[src/rtl/chunked_inc_dec_if.sv]
// chunked_inc_dec_if
//   Handshake and data bundle for the chunked +/-1 unit.
//   master: requester side (drives start/mode/in_data, observes results).
//   slave : the unit itself (observes requests, drives ready/done/results).
// Signals:
//   start    request, accepted on an edge where ready=1
//   mode     0 = increment, 1 = decrement
//   in_data  operand
//   ready    unit can accept a request this cycle
//   done     one-cycle pulse, out_data/ovf/sovf valid
//   out_data result register
//   ovf      unsigned overflow
//   sovf     signed overflow
interface chunked_inc_dec_if #(
  parameter int WIDTH = 16
);
  logic             start;
  logic             mode;
  logic [WIDTH-1:0] in_data;
  logic             ready;
  logic             done;
  logic [WIDTH-1:0] out_data;
  logic             ovf;
  logic             sovf;

  modport master (
    output start, mode, in_data,
    input  ready, done, out_data, ovf, sovf
  );

  modport slave (
    input  start, mode, in_data,
    output ready, done, out_data, ovf, sovf
  );
endinterface

[src/rtl/chunked_inc_dec.sv]
// chunked_inc_dec
//   Multi-cycle +/-1 unit. The operand is walked CHUNK bits per clock,
//   least-significant chunk first, and the operation stops as soon as the
//   carry/borrow is absorbed. Result, ovf and sovf are registered and only
//   update on entry to DONE (or reset).
// Ports:
//   clk  clock, all state changes on the rising edge
//   rst  synchronous active-high reset
//   bus  chunked_inc_dec_if slave modport (start/mode/in_data in,
//        ready/done/out_data/ovf/sovf out)
// States:
//   IDLE | waiting for start, ready=1
//   RUN  | processing chunk k, ready=0
//   DONE | one-cycle done pulse, ready=1, may accept a new start
module chunked_inc_dec #(
  parameter int WIDTH    = 16,
  parameter int CHUNK    = 4,
  parameter bit SATURATE = 1'b0
) (
  input logic             clk,
  input logic             rst,
  chunked_inc_dec_if.slave bus
);

  localparam int N  = WIDTH / CHUNK;
  localparam int KW = (N > 1) ? $clog2(N) : 1;
  localparam logic [KW-1:0] K_LAST = KW'(N - 1);

  typedef enum logic [1:0] {
    IDLE = 2'd0,
    RUN  = 2'd1,
    DONE = 2'd2
  } state_t;

  state_t           state, state_nxt;
  logic [WIDTH-1:0] work, work_nxt;
  logic [WIDTH-1:0] operand, operand_nxt;
  logic [WIDTH-1:0] out_q, out_nxt;
  logic             mode_q, mode_nxt;
  logic             carry, carry_nxt;
  logic [KW-1:0]    k, k_nxt;
  logic             ovf_q, ovf_nxt;
  logic             sovf_q, sovf_nxt;
  logic             ready_q, done_q;

  logic [CHUNK-1:0] chunk;
  logic [CHUNK-1:0] chunk_sum;
  logic             carry_out;

  // Chunk k datapath: a single CHUNK-bit +/-1, independent of WIDTH.
  always_comb begin
    chunk = '0;
    for (int i = 0; i < N; i++) begin
      if (k == KW'(i)) chunk = work[i*CHUNK +: CHUNK];
    end
    chunk_sum = mode_q ? (chunk - CHUNK'(carry)) : (chunk + CHUNK'(carry));
    // Carry survives only through an all-ones chunk (inc) or zero chunk (dec).
    carry_out = carry & (mode_q ? (chunk == '0) : (chunk == '1));
  end

  always_comb begin
    state_nxt   = state;
    work_nxt    = work;
    operand_nxt = operand;
    mode_nxt    = mode_q;
    carry_nxt   = carry;
    k_nxt       = k;
    out_nxt     = out_q;
    ovf_nxt     = ovf_q;
    sovf_nxt    = sovf_q;

    case (state)
      IDLE, DONE: begin
        state_nxt = IDLE;
        if (bus.start) begin
          state_nxt   = RUN;
          work_nxt    = bus.in_data;
          operand_nxt = bus.in_data;
          mode_nxt    = bus.mode;
          carry_nxt   = 1'b1;
          k_nxt       = '0;
        end
      end

      RUN: begin
        for (int i = 0; i < N; i++) begin
          if (k == KW'(i)) work_nxt[i*CHUNK +: CHUNK] = chunk_sum;
        end
        carry_nxt = carry_out;
        if (!carry_out || (k == K_LAST)) begin
          state_nxt = DONE;
          // carry_out can only still be set here when the top chunk wrapped.
          ovf_nxt   = carry_out;
          sovf_nxt  = mode_q ? ( operand[WIDTH-1] & ~work_nxt[WIDTH-1])
                             : (~operand[WIDTH-1] &  work_nxt[WIDTH-1]);
          // On overflow the operand is already the clamp value
          // (all-ones for inc, zero for dec).
          out_nxt   = (SATURATE && carry_out) ? operand : work_nxt;
        end else begin
          k_nxt = k + KW'(1);
        end
      end

      default: state_nxt = IDLE;
    endcase
  end

  always_ff @(posedge clk) begin
    if (rst) begin
      state   <= IDLE;
      work    <= '0;
      operand <= '0;
      mode_q  <= 1'b0;
      carry   <= 1'b0;
      k       <= '0;
      out_q   <= '0;
      ovf_q   <= 1'b0;
      sovf_q  <= 1'b0;
      ready_q <= 1'b1;
      done_q  <= 1'b0;
    end else begin
      state   <= state_nxt;
      work    <= work_nxt;
      operand <= operand_nxt;
      mode_q  <= mode_nxt;
      carry   <= carry_nxt;
      k       <= k_nxt;
      out_q   <= out_nxt;
      ovf_q   <= ovf_nxt;
      sovf_q  <= sovf_nxt;
      ready_q <= (state_nxt != RUN);
      done_q  <= (state_nxt == DONE);
    end
  end

  assign bus.ready    = ready_q;
  assign bus.done     = done_q;
  assign bus.out_data = out_q;
  assign bus.ovf      = ovf_q;
  assign bus.sovf     = sovf_q;

endmodule

[src/flat_wrapper.sv]
// flat-port wrapper written by rule: the top's interface ports become plain ports
module chunked_inc_dec_flat 
#(
  parameter int WIDTH    = 16,
  parameter int CHUNK    = 4,
  parameter bit SATURATE = 1'b0
)
  (clk, rst, bus_start, bus_mode, bus_in_data, bus_ready, bus_done, bus_out_data, bus_ovf, bus_sovf);
  chunked_inc_dec_if #(.WIDTH(WIDTH)) bus_i ();
  input logic clk;
  input logic rst;
  input wire logic [$bits(bus_i.start)-1:0] bus_start;
  input wire logic [$bits(bus_i.mode)-1:0] bus_mode;
  input wire logic [$bits(bus_i.in_data)-1:0] bus_in_data;
  output wire logic [$bits(bus_i.ready)-1:0] bus_ready;
  output wire logic [$bits(bus_i.done)-1:0] bus_done;
  output wire logic [$bits(bus_i.out_data)-1:0] bus_out_data;
  output wire logic [$bits(bus_i.ovf)-1:0] bus_ovf;
  output wire logic [$bits(bus_i.sovf)-1:0] bus_sovf;
  assign bus_i.start = bus_start;
  assign bus_i.mode = bus_mode;
  assign bus_i.in_data = bus_in_data;
  assign bus_ready = bus_i.ready;
  assign bus_done = bus_i.done;
  assign bus_out_data = bus_i.out_data;
  assign bus_ovf = bus_i.ovf;
  assign bus_sovf = bus_i.sovf;
  chunked_inc_dec #(.WIDTH(WIDTH), .CHUNK(CHUNK), .SATURATE(SATURATE)) u_core (.clk(clk), .rst(rst), .bus(bus_i));
endmodule
[config.mk]
export PLATFORM = sky130hd
export DESIGN_NAME = chunked_inc_dec_flat
export DESIGN_NICKNAME = d
export VERILOG_FILES = /design/src/rtl/chunked_inc_dec_if.sv /design/src/rtl/chunked_inc_dec.sv /design/src/flat_wrapper.sv
export SDC_FILE = /design/constraint.sdc
export NUM_CORES = 1
export LEC_CHECK = 0
export ABC_CLOCK_PERIOD_IN_PS = 3260
export BUFFER_PORTS_ARGS = -buffer_cell sky130_fd_sc_hd__buf_2
export CORE_MARGIN = 3
export CORE_UTILIZATION = 40
export DETAILED_ROUTE_END_ITERATION = 6
export REMOVE_ABC_BUFFERS = 1
export SLEW_MARGIN = 30
export SYNTH_ARGS = -nofsm -noshare
export SYNTH_HDL_FRONTEND = slang
export SYNTH_SLANG_ARGS = --single-unit
[constraint.sdc]
create_clock -name clk -period 3.26 [get_ports clk]
set_input_delay 0.652 -clock clk [delete_from_list [all_inputs] [get_ports clk]]
set_output_delay 0.652 -clock clk [all_outputs]
set_load 0.05 [all_outputs]
==> metrics.cfg, run 1 <==
[clock_network]
htreeDepth=2
cts-root-buf=clkbuf_8
cts_num_sinks=43
cts_made_buffers=5
cts.clk_slew.worst_paths_ps=80
ctsHoldBuffers=0
clk_path_buf_depth=2
insertion_delay_ps=300
cts_tree=built

[placed_design]
io_buffers=39
numPlacedInstances=388
dp_hpwl_um=4340
gp_congestion=0.827

[synthesis]
yosysTopAreaCell=dfxtp_1
syn_area_um2=2480
ys.warnings.count=0
synth-seq-cells=43
ys_seq_area_frac=0.346
yosysTopAreaCellShare=0.346
synth_cell_types=53
avgSynthCellArea_um2=8.84
synth_edf_count=0
async_reset_ff_frac=0
synthCells=281
netlist_top_cells_count=dfxtp_1 (43), nor2_1 (30), a21oi_1 (21), a211oi_1 (20), nand2_1 (18)
synthFlopType=dfxtp_1
yosysMostFrequentCell=dfxtp_1
synth_area_leaders=dfxtp_1 (35%), a211oi_1 (6.0%), nor2_1 (4.5%)

[finish]
diodes=0
fin_util=0.478
syn2layout_area_growth_pct=14.5
nets=348
drive_above_1_share=0.287
stdcell_count=396

[sta]
hold_violations=0
finalCriticalPeriod_ps=3020
fmax_mhz=331
setup_violations=0
slew_headroom=0.567
skew_ps=8.54
tightestPinTransition_ps=649
rsz0062_at_grt=false
fin_crit_sh=0.926
fin_setup_tns_ps=0
drv_slew=0

[die]
num_io_pins=40
placementRows=28
die-width_um=84.8
die_h_um=84.8
die_area_um2=7190
core_area_um2=5960
start_util=0.417

[power_and_ir_drop]
p_leak_uw=0.00111
power_density_nw_per_um2=437
ir_drop_mv=0.239
seqPwrFrac=0.466
comb_power_share=0.231
clkPwrFrac=0.303
cell_internal_pwr_uw=856
p_switching_uw=386
switching_share=0.311

[route]
routed_wl_um=6000
drc=0
wire_per_inst_um=15.1
num_vias=2158
drtIter0Drc=125
firstDrtPassIters=4
vias_per_cell=5.45
antenna_left=0

[worst_setup_path]
worst_setup_path_end_kind=flop
critical_path.cell_chain=inv_1 > ha_2 > a211oi_1 > a221oi_2 > inv_1 > ha_1 > nand3b_1 > and3_1 > or3_1 > a31o_2 > nor3_1 > nor3_2
crit_required_ps=3420
path_max_fanout=14
cp-startpoint=u_core.k[1]
critPathKind=reg -> reg
cp_data_arrival_time_ps=3180
r2r_start=u_core.k[1]
cp_common_cell=inv_1
cpPeakStageDelay_ps=390
cpMaxStageDelayCell=or3_1
cp-start-kind=flop

[global_route]
grtUsageTotal=0.175
grt_first_pass_wirelength_um=10200
grt_pass1_vias=2106
grt-ovfl-total=0
antenna_found_initial=0
grt_max_degree=29

[flow_run]
drv_cap=0

[hold_path]
hold_class=reg -> reg
hold_start=u_core.bus.out_data[4]

[outcome]
status=finished clean

[cell usage in the layout (no fill, tap or decap), types with 3 or more instances in the layout]
| cell | instances |
|---|---|
| a211oi_1 | 20 |
| dfxtp_1 | 43 |
| nand2b_1 | 10 |
| mux2i_1 | 4 |
| a211oi_2 | 4 |
| o21ai_1 | 8 |
| mux2_4 | 3 |
| buf_4 | 18 |
| buf_2 | 39 |
| nand2_1 | 18 |
| clkbuf_8 | 7 |
| o21ai_0 | 5 |
| inv_1 | 8 |
| a31o_2 | 3 |
| and2b_1 | 3 |
| nor3_1 | 7 |
| nand3_1 | 9 |
| nor3b_1 | 3 |
| a22oi_1 | 3 |
| a21oi_1 | 21 |
| nor2b_1 | 4 |
| nand3b_1 | 5 |
| a221oi_1 | 10 |
| ha_2 | 4 |
| nor2_1 | 30 |
| ha_1 | 3 |
[power groups by stage]
stage | clock network, uW | registers [uW] | logic, uW
5_1_grt | 412 | 583 | 316
2_1_floorplan | 0 | 628 | 159
3_3_place_gp | 0 | 590 | 285
4_1_cts | 392 | 579 | 289
6_report | 376 | 579 | 287
3_5_place_dp | 0 | 590 | 287
[final cells by class]
type	instances	area [um2]
fill	630	3110
multi-input combinational	205	1430
sequential	43	861
timing repair buffer	57	330
clock buffer	8	100
tap	75	93.8
inverter	8	30.0
[worst max-delay path, delay by kind of cell, from the launching register on]
family,cells,cell delay (ps)
compound gates,3,700
fa+ha+maj,2,570
buf+inv,2,180
flops,1,340
simple gates,5,1090
[per-stage QoR]
stage	setup slack (ps)	cell area (um2)	hold slack [ps]	total power (uW)
after floorplan	130	2310	444	786
after global placement	218	2740	448	875
after detailed placement	125	2740	452	878
after CTS	93.6	2840	466	1260
after global routing	30.9	2850	485	1310
final	240	2850	460	1240
[repair_timing]
action,CTS,global route
endpoints found under the setup margin,0,7
setup buffers,0,0
resized for setup,0,4
[final timing paths]
check,end,slack [ps],depth (start not counted)
setup / recovery,u_core.bus.out_data[3],240,12
hold reg to reg,u_core.bus.out_data[4],460,2
hold / removal,u_core.bus.out_data[4],460,2
setup reg to reg,u_core.bus.out_data[3],240,12
[registers in the layout, summed over array words and instances, names as in the netlist]
signal               cells
u_core.work             16
u_core.bus.sovf          1
u_core.bus.ready         1
u_core.k                 2
u_core.operand           1
u_core.mode_q            1
u_core.state             2
u_core.bus.done          1
u_core.bus.ovf           1
u_core.carry             1
u_core.bus.out_data     16
[per-layer routing]
metal,global-route usage,vias to the layer above,share of wire
met3,0.0369,6,0.037
met2,0.274,40,0.46
li1,-,1101,-
met1,0.240,1011,0.49
met4,0.0590,0,0.012
met5,0,-,0
[cells by family (layout without fill, tap and decap cells)]
kind of cell               Yosys count  count (layout)  synth area share
and+or+nand+nor                    102             102             0.223
AOI/OAI and AO/OA                   86              86             0.264
DFF                                 43              43             0.346
buffers and inverters               33              73            0.0821
adders and majority gates            8               8            0.0433
muxes                                7               7            0.0342
xor gates and xnor gates             2               2           0.00705
No activity file was read; power rests on OpenSTA's default activity.
==> inputs of run 2 (changes only) <==
--- a/config.mk
+++ b/config.mk
@@ -9,7 +9,9 @@
 export BUFFER_PORTS_ARGS = -buffer_cell sky130_fd_sc_hd__buf_2
 export CORE_MARGIN = 3
 export CORE_UTILIZATION = 40
+export CTS_BUF_LIST = sky130_fd_sc_hd__clkbuf_16
 export DETAILED_ROUTE_END_ITERATION = 6
+export GPL_TIMING_DRIVEN = 0
 export REMOVE_ABC_BUFFERS = 1
 export SLEW_MARGIN = 30
 export SYNTH_ARGS = -nofsm -noshare
==> metrics.cfg, run 2 (same netlist as run 1, synthesis figures left out) <==
[outcome]
status=finished clean

[power_and_ir_drop]
p_leak_uw=0.00108
power_uw=1320
power_density_nw_per_um2=461
cell_internal_pwr_uw=931
p_switching_uw=392
switching_share=0.296
seqPwrFrac=0.437
ir_drop_mv=0.193
comb_power_share=0.216
clkPwrFrac=0.347

[clock_network]
cts-root-buf=clkbuf_16
cts_made_buffers=5
cts_tree=built
clk_path_buf_depth=2
cts_num_sinks=43
htreeDepth=2
cts.clk_slew.worst_paths_ps=60
ctsHoldBuffers=0
insertion_delay_ps=280

[route]
drtIter0Drc=102
num_vias=2097
firstDrtPassIters=6
wire_per_inst_um=15.5
routed_wl_um=5930
drc=0
vias_per_cell=5.49
antenna_left=0

[worst_setup_path]
cp-start-kind=flop
cp_data_arrival_time_ps=3220
cpMaxStageDelayCell=dfxtp_2
crit_required_ps=3410
worst_setup_path_end_kind=flop
path_max_fanout=17
r2r_start=u_core.k[1]
cpPeakStageDelay_ps=380
critical_path.cell_chain=inv_1 > ha_4 > nand3b_1 > a221oi_4 > inv_1 > ha_1 > nand3b_1 > and3_2 > or3_1 > a31o_2 > nor3_1 > nor3_2
rr_endpoint=u_core.bus.out_data[3]
ff2ff_path_depth=12
r2r_setup_slack_ps=180
critPathKind=reg -> reg

[sta]
drv_slew=0
finalCriticalPeriod_ps=3080
slew_headroom=0.385
fin_crit_sh=0.944
fmax_mhz=325
hold_violations=0
setup_violations=0
setup_ws_ps=184
skew_ps=2.95
hold_slack_ps=458
tightestPinTransition_ps=922

[placed_design]
io_buffers=39
numPlacedInstances=371
dp_hpwl_um=3760
dp_slack_ps=-172
gp_congestion=0.767

[global_route]
grt_first_pass_wirelength_um=9940
grt_pass1_vias=2047
grt_max_degree=54
antenna_found_initial=0
grt-ovfl-total=0
grtUsageTotal=0.170

[finish]
syn2layout_area_growth_pct=15.5
nets=336
final_cell_mix=dfxtp_1 (41), buf_2 (38), nor2_1 (28), a211oi_1 (20), a21oi_1 (20)
stdcell_count=382
fin_util=0.482
drive_above_1_share=0.280
final_common_cell=dfxtp_1
diodes=0

[hold_path]
worstHoldEndpoint=u_core.bus.out_data[13]
hold_class=reg -> reg
holdPathStages=2
hold_start=u_core.bus.out_data[13]

[flow_run]
drv_cap=0

[die]
start_util=0.417
core_area_um2=5960
die-width_um=84.8
die_h_um=84.8
placementRows=28
die_area_um2=7190
num_io_pins=40

==> run 2: changes by cell type in the layout (fill, tap and decap cells not counted), sizes merged <==
cell and delta:
clkbuf -3, buf -12, inv +1
==> run 2: routing by layer <==
metal	GRT usage	share of wire	vias up
li1	-	-	1071
met1	0.229	0.47	978
met2	0.273	0.47	44
met3	0.0359	0.048	4
met4	0.0561	0.010	0
met5	0	0	-
==> run 2: per-stage QoR <==
stage	setup TNS [ps]	instance area, um2
2_1_floorplan	0	2310
3_3_place_gp	-4390	2600
3_5_place_dp	-422	2620
4_1_cts	0	2770
5_1_grt	-4.49	2870
6_report	0	2870
==> run 2: what timing repair did <==
item	in CTS	in global routing
pin swaps	0	3
gates cloned	0	0
setup buffers	0	5
resized for setup	5	7
setup endpoints to repair	8	11
==> run 2: power by group through the flow <==
stage	Clock [uW]	Sequential (uW)	Combinational (uW)
after CTS	470	578	280
after global placement	0	589	270
after global routing	499	582	314
final	460	578	286
after floorplan	0	628	159
after detailed placement	0	589	277
==> run 2: area by class of cell <==
cell class | count | area (um2)
fill | 620 | 3090
multi-input combinational | 205 | 1500
sequential | 43 | 863
timing repair buffer | 45 | 259
clock buffer | 5 | 125
tap | 75 | 93.8
inverter | 8 | 30.0
clock inverter | 1 | 3.75
==> run 2: worst max path at each step <==
stage / end / slack, ps / startpoint
3_3_place_gp: u_core.bus.sovf / -370 / u_core.k[0]
3_5_place_dp: u_core.bus.sovf / -170 / u_core.k[0]
6_report: u_core.bus.out_data[3] / 180 / u_core.k[1]
5_1_grt: u_core.bus.out_data[7] / -4 / u_core.k[1]
2_1_floorplan: u_core.bus.sovf / 130 / u_core.k[0]
4_1_cts: u_core.bus.out_data[3] / 2 / u_core.k[0]
==> run 2: critical path: cells and delay by family (launching register included) <==
kind / cells / cell delay (ps)
compound gates: 2 / 570
flops: 1 / 380
simple gates: 6 / 1340
fa+ha+maj: 2 / 450
buf+inv: 2 / 200
==> inputs of run 3 (changes only) <==
--- a/config.mk
+++ b/config.mk
@@ -5,7 +5,7 @@
 export SDC_FILE = /design/constraint.sdc
 export NUM_CORES = 1
 export LEC_CHECK = 0
-export ABC_CLOCK_PERIOD_IN_PS = 3260
+export ABC_CLOCK_PERIOD_IN_PS = 3000
 export BUFFER_PORTS_ARGS = -buffer_cell sky130_fd_sc_hd__buf_2
 export CORE_MARGIN = 3
 export CORE_UTILIZATION = 40
==> constraint.sdc (replaced) <==
create_clock -name clk -period 3 [get_ports clk]
set_input_delay 0.15 -clock clk [delete_from_list [all_inputs] [get_ports clk]]
set_output_delay 0.15 -clock clk [all_outputs]
set_load 0.05 [all_outputs]
==> metrics.cfg, run 3 (same netlist as run 1, synthesis figures left out) <==
[finish]
syn2layout_area_growth_pct=19.2
stdcell_count=392
nFillCells=613
final_common_cell=dfxtp_1
ff_latch_area_um2=866
nets=346
final_cell_mix=dfxtp_1 (41), buf_2 (38), nor2_1 (28), a211oi_1 (20), a21oi_1 (19)
diodes=0
multi_input_comb_area_um2=1520
drive_above_1_share=0.322

[die]
die_h_um=84.8
die_area_um2=7190
core_area_um2=5960
start_util=0.417
num_io_pins=40
die-width_um=84.8
placementRows=28

[global_route]
grt_pass1_vias=2067
grt-ovfl-total=0
antenna_found_initial=0
grt_first_pass_wirelength_um=10100
grt_max_degree=54
grtUsageTotal=0.174

[sta]
finalCriticalPeriod_ps=2880
skew_ps=3.32
slew_headroom=0.370
fmax_mhz=347
setup_violations=0
fin_setup_tns_ps=0
tightestPinTransition_ps=945
hold_violations=0
hold_slack_ps=110
fin_crit_sh=0.959
setup_ws_ps=122
rsz0062_at_grt=true
drv_slew=0

[worst_setup_path]
r2r_setup_slack_ps=120
crit_required_ps=3150
rr_endpoint=u_core.bus.out_data[7]
ff2ff_path_depth=11
cp_data_arrival_time_ps=3020
cp-start-kind=flop
path_max_fanout=10
worst_setup_path_end_kind=flop
critPathKind=reg -> reg
r2r_start=u_core.k[1]

[clock_network]
insertion_delay_ps=280
cts.clk_slew.worst_paths_ps=60
ctsHoldBuffers=0
cts_made_buffers=5
htreeDepth=2
cts_tree=built
clk_path_buf_depth=2
cts_num_sinks=43
cts-root-buf=clkbuf_16

[route]
firstDrtPassIters=4
drtIter0Drc=143
routed_wl_um=6110
vias_per_cell=5.50
antenna_left=0
drc=0
num_vias=2156
wire_per_inst_um=15.6

[placed_design]
numPlacedInstances=371
gp_congestion=0.767
io_buffers=39
dp_slack_ps=-432
dp_hpwl_um=3760

[hold_path]
hold_start=bus_mode
worstHoldEndpoint=u_core.mode_q
hold_class=in -> reg
holdPathStages=3

[outcome]
status=finished clean

[power_and_ir_drop]
p_leak_uw=0.00112
power_density_nw_per_um2=492
ir_drop_mv=0.214

[flow_run]
drv_cap=0

==> run 3: changes by cell type in the layout (fill, tap and decap cells not counted), moves of 2 or more <==
| cell | previous run | this run |
|---|---|---|
| buf_4 | 5 | 16 |
| inv_1 | 9 | 7 |
| inv_2 | 0 | 2 |
| nor3_1 | 7 | 5 |
| nor3_2 | 2 | 4 |
==> run 3: worst max-delay path, cell delays in order, from the launching register on <==
cell	delay (ps)
dfxtp_4	390
inv_2	80
ha_4	200
nand3b_1	210
a221oi_4	310
ha_1	330
a21oi_2	230
a21oi_4	110
or3_1	400
a31o_2	270
nor3_2	170
nor3_2	50
==> run 3: final cells by class <==
| cell class | count | area share |
|---|---|---|
| inverters | 8 | 0.0101 |
| well taps | 75 | 0.0317 |
| clock inverters | 1 | 0.00127 |
| multi-input cells | 205 | 0.514 |
| flip-flops and latches | 43 | 0.292 |
| clock buffers | 5 | 0.0422 |
| repair buffers | 55 | 0.109 |
==> run 3: repair_timing <==
item,in CTS,in global routing
gates resized for setup,15,6
pin swaps,3,5
setup endpoints to repair,25,10
buffers inserted,8,7
==> run 3: report_power, final <==
group / internal (uW) / switching [uW] / total (uW)
registers: 604 / 23.4 / 627
clock network: 296 / 208 / 504
logic: 121 / 205 / 326
==> run 3: routing by layer <==
metal | vias up | global-route usage | wire length, um
li1 | 1101 | - | -
met1 | 997 | 0.231 | 2870
met2 | 54 | 0.284 | 2820
met3 | 4 | 0.0359 | 350
met4 | 0 | 0.0561 | 65
met5 | - | 0 | 0
==> run 3: worst max path at each step <==
stage,start,endpoint,slack [ps],cells after the start
3_3_place_gp,u_core.k[0],u_core.bus.sovf,-630,11
3_5_place_dp,u_core.k[0],u_core.bus.sovf,-430,12
6_report,u_core.k[1],u_core.bus.out_data[7],120,11
5_1_grt,u_core.k[1],u_core.bus.out_data[7],-40,11
2_1_floorplan,u_core.k[0],u_core.bus.sovf,-130,11
4_1_cts,u_core.k[0],u_core.bus.out_data[7],30,10
==> run 3: per-stage QoR <==
| stage | utilization | total power [uW] | cell area [um2] |
|---|---|---|---|
| after floorplan | - | 855 | 2310 |
| after global placement | 0.437 | 933 | 2600 |
| after detailed placement | 0.440 | 942 | 2620 |
| after CTS | 0.484 | 1450 | 2880 |
| after global routing | 0.497 | 1530 | 2960 |
| final | 0.497 | 1460 | 2960 |
